File: src/rtl/dcache_burst_controller.sv
// L1 D-cache controller: zero-cycle hits; misses write back the dirty victim, then refill over valid/ready bursts.
// Misses stall from the miss cycle through FILL; memory backpressure (req_ready/wready) extends the stall, and rvalid is never backpressured.
module dcache_burst_controller #(
    parameter int ADDR_W      = 32,
    parameter int WORD_W      = 32,
    parameter int BLOCK_WORDS = 4,
    parameter int MEM_W       = 32,
    parameter int CNT_W       = 16,
    localparam int BLOCK_W    = BLOCK_WORDS * WORD_W,
    localparam int BEATS      = BLOCK_W / MEM_W,
    localparam int WBYTES     = WORD_W / 8,
    localparam int WOFF_W     = $clog2(WBYTES),
    localparam int BOFF_W     = WOFF_W + $clog2(BLOCK_WORDS),
    localparam int BA_W       = ADDR_W - BOFF_W,
    localparam int BBYTES     = BLOCK_W / 8
) (
    input  logic                clock,
    input  logic                reset,
    input  logic                ren,
    input  logic                wen,
    input  logic [ADDR_W-1:0]   addr,
    input  logic [WBYTES-1:0]   byte_sel,
    input  logic [WORD_W-1:0]   din,
    output logic                stall,
    output logic [WORD_W-1:0]   dout,
    input  logic                cache_hit,
    input  logic                cache_dirty,
    input  logic [BA_W-1:0]     cache_victim_ba,
    input  logic [BLOCK_W-1:0]  cache_dout,
    output logic                cache_en,
    output logic                cache_wen,
    output logic                cache_fill,
    output logic [BBYTES-1:0]   cache_byte_en,
    output logic [BLOCK_W-1:0]  cache_din,
    output logic                cache_set_dirty,
    output logic                mem_req_valid,
    output logic                mem_req_write,
    input  logic                mem_req_ready,
    output logic [BA_W-1:0]     mem_block_addr,
    output logic [MEM_W-1:0]    mem_wdata,
    output logic                mem_wvalid,
    input  logic                mem_wready,
    input  logic [MEM_W-1:0]    mem_rdata,
    input  logic                mem_rvalid,
    output logic [CNT_W-1:0]    hit_count,
    output logic [CNT_W-1:0]    miss_count,
    output logic [CNT_W-1:0]    wb_count
);
    localparam int WIDX_W = (BLOCK_WORDS > 1) ? $clog2(BLOCK_WORDS) : 1;
    localparam int CIDX_W = (BEATS > 1) ? $clog2(BEATS) : 1;

    typedef enum logic [2:0] {IDLE, WB_REQ, WB_DATA, RD_REQ, RD_DATA, FILL, RESP} state_t;

    state_t               state, state_nxt;
    logic [CIDX_W-1:0]    cnt;
    logic [ADDR_W-1:0]    l_addr;
    logic [WORD_W-1:0]    l_din;
    logic [WBYTES-1:0]    l_bsel;
    logic                 l_wr;
    logic [BA_W-1:0]      l_vba;
    logic [BLOCK_W-1:0]   vbuf;
    logic [BLOCK_W-1:0]   rbuf;
    logic [BLOCK_W-1:0]   merged;
    logic [WIDX_W-1:0]    woff, l_woff;
    logic [BBYTES-1:0]    hit_be, fill_be;
    logic                 req, hit, miss, last_beat;

    // Gating req with reset keeps every output quiet while reset is held.
    assign req       = reset & (ren | wen);
    assign hit       = (state == IDLE) && req && cache_hit;
    assign miss      = (state == IDLE) && req && !cache_hit;
    assign woff      = WIDX_W'((addr >> WOFF_W) & ADDR_W'(BLOCK_WORDS - 1));
    assign l_woff    = WIDX_W'((l_addr >> WOFF_W) & ADDR_W'(BLOCK_WORDS - 1));
    assign hit_be    = BBYTES'(byte_sel) << (int'(woff) * WBYTES);
    assign fill_be   = l_wr ? (BBYTES'(l_bsel) << (int'(l_woff) * WBYTES)) : '0;
    assign last_beat = (cnt == CIDX_W'(BEATS - 1));

    // Pending store bytes overlaid on the refilled block.
    always_comb begin
        merged = rbuf;
        for (int b = 0; b < BBYTES; b++) begin
            if (fill_be[b]) merged[b*8 +: 8] = l_din[(b % WBYTES)*8 +: 8];
        end
    end

    always_ff @(posedge clock or negedge reset) begin
        if (!reset) begin
            state  <= IDLE;
            cnt    <= '0;
            l_addr <= '0;
            l_din  <= '0;
            l_bsel <= '0;
            l_wr   <= 1'b0;
            l_vba  <= '0;
            vbuf   <= '0;
            rbuf   <= '0;
        end else begin
            state <= state_nxt;
            if (miss) begin
                l_addr <= addr;
                l_din  <= din;
                l_bsel <= byte_sel;
                l_wr   <= wen;
                l_vba  <= cache_victim_ba;
                vbuf   <= cache_dout;
            end
            case (state)
                WB_REQ:  if (mem_req_ready) cnt <= '0;
                WB_DATA: if (mem_wready) cnt <= cnt + CIDX_W'(1);
                RD_REQ:  if (mem_req_ready) cnt <= '0;
                RD_DATA: if (mem_rvalid) begin
                    rbuf[int'(cnt)*MEM_W +: MEM_W] <= mem_rdata;
                    cnt <= cnt + CIDX_W'(1);
                end
                default: ;
            endcase
        end
    end

    always_ff @(posedge clock or negedge reset) begin
        if (!reset) begin
            hit_count  <= '0;
            miss_count <= '0;
            wb_count   <= '0;
        end else begin
            if (hit && hit_count != '1) hit_count <= hit_count + CNT_W'(1);
            if (miss && miss_count != '1) miss_count <= miss_count + CNT_W'(1);
            if (miss && cache_dirty && wb_count != '1) wb_count <= wb_count + CNT_W'(1);
        end
    end

    always_comb begin
        state_nxt       = state;
        stall           = 1'b0;
        dout            = '0;
        cache_en        = 1'b0;
        cache_wen       = 1'b0;
        cache_fill      = 1'b0;
        cache_byte_en   = '0;
        cache_din       = '0;
        cache_set_dirty = 1'b0;
        mem_req_valid   = 1'b0;
        mem_req_write   = 1'b0;
        mem_block_addr  = '0;
        mem_wdata       = '0;
        mem_wvalid      = 1'b0;
        case (state)
            IDLE: if (req) begin
                if (cache_hit) begin
                    if (wen) begin
                        cache_en        = 1'b1;
                        cache_wen       = 1'b1;
                        cache_byte_en   = hit_be;
                        cache_din       = {BLOCK_WORDS{din}};
                        cache_set_dirty = |byte_sel;
                    end else begin
                        dout = cache_dout[int'(woff)*WORD_W +: WORD_W];
                    end
                end else begin
                    stall     = 1'b1;
                    state_nxt = cache_dirty ? WB_REQ : RD_REQ;
                end
            end
            WB_REQ: begin
                stall          = 1'b1;
                mem_req_valid  = 1'b1;
                mem_req_write  = 1'b1;
                mem_block_addr = l_vba;
                if (mem_req_ready) state_nxt = WB_DATA;
            end
            WB_DATA: begin
                stall      = 1'b1;
                mem_wvalid = 1'b1;
                mem_wdata  = vbuf[int'(cnt)*MEM_W +: MEM_W];
                if (mem_wready && last_beat) state_nxt = RD_REQ;
            end
            RD_REQ: begin
                stall          = 1'b1;
                mem_req_valid  = 1'b1;
                mem_block_addr = BA_W'(l_addr >> BOFF_W);
                if (mem_req_ready) state_nxt = RD_DATA;
            end
            RD_DATA: begin
                stall = 1'b1;
                if (mem_rvalid && last_beat) state_nxt = FILL;
            end
            FILL: begin
                stall           = 1'b1;
                cache_en        = 1'b1;
                cache_fill      = 1'b1;
                cache_byte_en   = '1;
                cache_din       = merged;
                cache_set_dirty = l_wr & (|l_bsel);
                state_nxt       = RESP;
            end
            RESP: begin
                if (!l_wr) dout = merged[int'(l_woff)*WORD_W +: WORD_W];
                state_nxt = IDLE;
            end
            default: state_nxt = IDLE;
        endcase
    end
endmodule
File: config.mk
export PLATFORM = sky130hd
export DESIGN_NAME = dcache_burst_controller
export DESIGN_NICKNAME = d
export VERILOG_FILES = /design/src/rtl/dcache_burst_controller.sv
export SDC_FILE = /design/constraint.sdc
export NUM_CORES = 1
export LEC_CHECK = 0
export CAP_MARGIN = 25
export CORE_MARGIN = 5
export CORE_UTILIZATION = 50
export DETAILED_ROUTE_END_ITERATION = 8
export GPL_TIMING_DRIVEN = 0
export HOLD_SLACK_MARGIN = 0.1
export PLACE_DENSITY = 0.85
export RECOVER_POWER = 50
export SYNTH_ARGS = -nofsm -noshare
export SYNTH_HDL_FRONTEND = slang
export SYNTH_SLANG_ARGS = --single-unit
File: constraint.sdc
create_clock -name clock -period 2.65 [get_ports clock]
set_input_delay 0.3975 -clock clock [delete_from_list [all_inputs] [get_ports clock]]
set_output_delay 0.3975 -clock clock [all_outputs]
set_load 0.01 [all_outputs]
-- After elaboration in Yosys (flattened, before gate mapping)
Index checks and enable logic that the tools add are counted.
- register bits after elaboration: 406
- logic and storage cells: 126
- bitwise operators: 3
- equal/unequal tests: 19
- reduce and logical (&&, ||, !) cells: 19
- shift-type cells: 7
- $add $sub $neg: 5
- muxes and demuxes: 61
- operators by type and width (operator ; count):
    $mux 128 ; 3
    $shiftx 128x8->32 ; 3
    $pmux 128 s2 ; 1
    $mux 32 ; 5
    $bwmux 128 ; 1
    $mux 8 ; 16
    $shift 32x33->128 const A ; 1
    $shiftx 32x33->128 ; 1
    $mux 16 ; 4
    $pmux 32 s2 ; 1
    $pmux 28 s2 ; 1
    $add 16x1->16 const B ; 3
    $ne 16x16->1 const B ; 3
    $neg 7->33 ; 1
    $pmux 16 s2 ; 1
    $shl 4x4->16 ; 2
    $mux 3 ; 6
    $pmux 3 s6 ; 1
    $ne 2x2->1 const B ; 8
    $mux 1 ; 13
    $eq 3x3->1 const B ; 3
    $logic_and 1x1->1 ; 9
    $mux 2 ; 4
    $reduce_or 4->1 ; 2
    17 further kinds ; 21

-- Longest topological paths before layout
Gate-level depths: netlist of the first run.
- depth after elaboration: 6
- depth in mapped cells: 9

-- Least setup slack after synthesis of the first run
OpenSTA, ideal clock, no wires.
- kind: input -> output
- start: in addr[2]
- end: out dout[10]
- required time: 2253 ps
- buffers on the path: 2
- setup slack: 259 ps
- cell stages on the path: 4
- data arrival time: 1993 ps
- cell sequence: buf_2 buf_1 mux4_2 a32o_1
- cells in the longest elaborated chain, start to end: 5
- RTL lines (element ; RTL line ; text):
    start: declaration ; 21 ; input logic [ADDR_W-1:0] addr,
    $shiftx 128x8->32 ; 157 ; dout = cache_dout[int'(woff)*WORD_W +: WORD_W];
    $mux 32 ; 150 ; if (wen) begin
    $mux 32 ; 149 ; if (cache_hit) begin
    $mux 32 ; 148 ; IDLE: if (req) begin
    $pmux 32 s2 ; 147 ; case (state)
    end: declaration ; 25 ; output logic [WORD_W-1:0] dout,
Every way passes these cells.

-- Worst setup path after layout of the first run
- start: reg l_addr[2]
- end: out dout[4]
- cells in the longest elaborated chain, start to end: 6
- elaborated cells on any way between the ends: 9
- classes of those cells: shift: 2; mux: 7
- RTL lines (element ; RTL line ; text):
    start: declaration ; 56 ; logic [ADDR_W-1:0] l_addr;
    start signal: assignment ; 100 ; l_addr <= addr;
    $shl 4x4->16 ; 75 ; assign fill_be = l_wr ? (BBYTES'(l_bsel) << (int'(l_woff) * WBYTES)) : '0;
    $mux 16 ; 75 ;
    $mux 8 ; 82 ; if (fill_be[b]) merged[b*8 +: 8] = l_din[(b % WBYTES)*8 +: 8];
    $shiftx 128x8->32 (*) ; 197 ; if (!l_wr) dout = merged[int'(l_woff)*WORD_W +: WORD_W];
    $mux 32 (*) ; 197 ;
    $pmux 32 s2 (*) ; 147 ;
Mark *: on every way between the ends. The rest lies on a longest branch, timed or not.

==> reports/metrics.yaml, run 1 <==
outcome:
  status: "finished with violations"
  failed_checks: "capacitance limit, slew limit, setup timing"
critical_path:
  cp.required_ps: 2250
  worstSetupEndpointType: "output pin"
  critPathKind: "reg -> out"
  worstPathMaxFanout: 7
  crit_arrival_ps: 2590
  startpoint_type: "flop"
yosys:
  yosys.area_share.simple: 0.241
  ys_warn_count: 0
  synth_ff_type: "dfrtp_1"
  syn-num-nets: 2926
  synth_compound_area_frac: 0.103
  synthDistinctLibCells: 48
  yosys.area_share.xor_xnor: 0.0173
  synthAdderAreaFrac: 0.00449
  ys_ff_latch: 404
  synthCells: 2653
  async_reset_ff_frac: 1.00
  synth_area_um2: 22300
  synth-seq-area-share: 0.453
  synth_mux_area_frac: 0.147
  synth_edf_count: 0
  synth_top_family_by_area: "simple AND/OR/NAND/NOR gates"
  syn_area_per_cell_um2: 8.41
clocking:
  h-tree-depth: 2
  cts_root_buf: "clkbuf_16"
  cts_buffers: 45
  insertion_delay_ps: 600
  clk_pin_slew_ps: 60
  cts_max_path_buffers: 3
  cts_tree: "done"
  cts.sinks: 404
layout:
  layout-drive-gt1-share: 0.265
  n_fill_cell: 3072
  area_growth_pct: 51.4
  layout_commonest_cell: "nand2_1"
  finalNonFillerCells: 3969
  design_area_um2: 33800
  fin_util: 0.765
  final_cell_mix: "nand2_1, dfrtp_1, clkdlybuf4s50_1, o21ai_0, mux2i_1"
  final_nets: 3605
placed_design:
  place_area_um2: 28700
  dp_cells: 3803
  dp_hpwl_mm: 77.4
  gp_congestion: 1.03
  io_buffer_count: 552
  post-place-ws_ps: -1660
floorplan:
  coreArea_um2: 44100
  die_w_um: 221
  rows: 77
  start_util: 0.505
  die_area_um2: 48900
  ioPinCount: 557
  dieHeight_um: 221
routing:
  vias: 25104
  drt_iter0_drc: 3643
  wl_per_cell_um: 28.4
  drc: 0
  vias_per_cell: 6.33
  ant_nets: 0
  drt-total-wl_mm: 113
  dr.pass1.iters: 7
sta:
  slew_headroom: -0.165
  hold_violations: 0
  slew_viol_final: 185
  fin_ws_ps: -336
  fmax_mhz: 335
  skew_ps: 26.3
  period_minus_slack_ps: 2990
  timing.setup.tns_ps: -32390
  tightest_slew_ps: 1750
  holdWs_ps: 331
  setup_viol: 201
  final.period_utilization: 1.13
  rsz0062_at_grt: "true"
power_and_ir_drop:
  leakagePower_nw: 16.4
  power_mw: 31.9
  peakVddDrop_uv: 571
  p_per_area_nw_per_um2: 946
global_route:
  grt_max_degree: 130
  track_usage: 0.433
  grt-ovfl-total: 0
  grt_pass1_wl_mm: 161
  grt_pass1_vias: 25063
  antenna_found_initial: 11
job:
  cap_violations: 2
min_path:
  hold_path_class: "in -> reg"
==> report_power, final <==
| group | switching [mW] | internal, mW |
|---|---|---|
| logic | 8.67 | 6.47 |
| registers | 1.94 | 8.27 |
| clock network | 2.78 | 3.82 |
==> timing repair <==
action,CTS,global route
gates resized for setup,1583,444
cloned,8,2
hold endpoints to repair,65,0
hold buffers,2,0
pin swaps,48,41
setup endpoints to repair,498,521
setup buffers,60,22
==> cell families (layout without fill, tap and decap cells) <==
family                   count (synthesis)  count (layout)
AO/OA/AOI/OAI                          425             425
adder cells (fa/ha/maj)                  8               8
buffers and inverters                  193             909
other                                    0               8
multiplexers                           246             246
flip-flops                             404             404
XOR/XNOR                                44              44
AND/OR/NAND/NOR                       1333            1333
==> flip-flops by register name (all words and copies together), names as in the netlist <==
register / count
cnt: 2
hit_count: 16
l_addr: 30
l_bsel: 4
l_din: 32
l_vba: 28
l_wr: 1
miss_count: 16
rbuf: 128
state: 3
vbuf: 128
wb_count: 16
==> Yosys cell counts, types with 2 or more instances <==
| cell | number | area share |
|---|---|---|
| o41ai_1 | 2 | 0.00079 |
| o22ai_1 | 2 | 0.00056 |
| clkbuf_1 | 131 | 0.022 |
| or2_2 | 3 | 0.00084 |
| nor3b_1 | 4 | 0.0013 |
| nor3_2 | 4 | 0.0018 |
| mux4_2 | 64 | 0.065 |
| buf_4 | 2 | 0.00067 |
| buf_1 | 26 | 0.0044 |
| nor3_1 | 7 | 0.0016 |
| xor2_1 | 15 | 0.0059 |
| nor4_1 | 4 | 0.0011 |
| nor2b_1 | 47 | 0.013 |
| mux2i_1 | 178 | 0.080 |
| nand4_1 | 23 | 0.0065 |
| nand2_1 | 1049 | 0.18 |
| o31ai_1 | 2 | 0.00067 |
| or3_1 | 4 | 0.0011 |
| and2_1 | 5 | 0.0014 |
| inv_1 | 14 | 0.0024 |
| dfrtp_1 | 404 | 0.45 |
| and3_1 | 6 | 0.0017 |
| and4_1 | 4 | 0.0016 |
| ha_1 | 8 | 0.0045 |
| a21oi_1 | 55 | 0.012 |
| nor2_1 | 148 | 0.025 |
| o21ai_0 | 315 | 0.071 |
| a211oi_1 | 11 | 0.0037 |
| xnor2_1 | 29 | 0.011 |
| mux2_2 | 4 | 0.0020 |
| nand3_1 | 12 | 0.0027 |
| a32o_1 | 11 | 0.0049 |
| o211ai_1 | 21 | 0.0071 |
| buf_2 | 18 | 0.0040 |
| nand2b_1 | 7 | 0.0020 |
| a2bb2oi_1 | 2 | 0.00079 |
==> area by class of cell <==
type                            count  area, um2  area share
Multi-Input combinational cell   2056      13700       0.406
Sequential cell                   404      10100       0.300
Timing Repair Buffer              646       6250       0.185
Clock buffer                       72       1440      0.0427
Buffer                            163       1290      0.0382
Tap cell                          592        741      0.0219
Clock inverter                     12       91.3     0.00271
Inverter                           15       68.8     0.00204
Timing Repair inverter              1       30.0    0.000889
Antenna cell                        8       20.0    0.000593
==> path summary, 6_finish.rpt <==
path                                startpoint            to  slack (ps)  cells after the start
min in group asynchronous                reset     rbuf[102]        1030                      3
max in group asynchronous                reset  hit_count[6]         230                      4
hold / removal             cache_victim_ba[14]     l_vba[14]         330                      3
setup reg to reg                      state[0]     l_din[19]         -40                      8
setup / recovery                     l_addr[2]       dout[4]        -340                      8
hold reg to reg                       vbuf[85]      vbuf[85]         470                      2
==> worst max-delay path: stages (launching register included) <==
cell and delay (ps):
dfrtp_2 480, buf_4 170, bufbuf_16 270, buf_4 140, mux2i_1 130, a21oi_1 80
o211ai_1 450, nand2_4 100, buf_6 150
==> layer usage <==
metal	share of wire	routed length [um]	GRT usage	up-vias
li1	-	-	-	10266
met1	0.34	38200	0.528	12083
met2	0.44	49700	0.659	2145
met3	0.13	14900	0.144	602
met4	0.087	9790	0.286	8
met5	0.00078	88	0	-
Note: power is estimated with default switching activity, not from simulation.
==> inputs of run 2 (changes only) <==
--- a/config.mk
+++ b/config.mk
@@ -5,6 +5,7 @@
 export SDC_FILE = /design/constraint.sdc
 export NUM_CORES = 1
 export LEC_CHECK = 0
+export ABC_CLOCK_PERIOD_IN_PS = 2650
 export CAP_MARGIN = 25
 export CORE_MARGIN = 5
 export CORE_UTILIZATION = 50
==> results of run 2 <==
The final DEF is identical to that of run 1; final timing and power are the same.
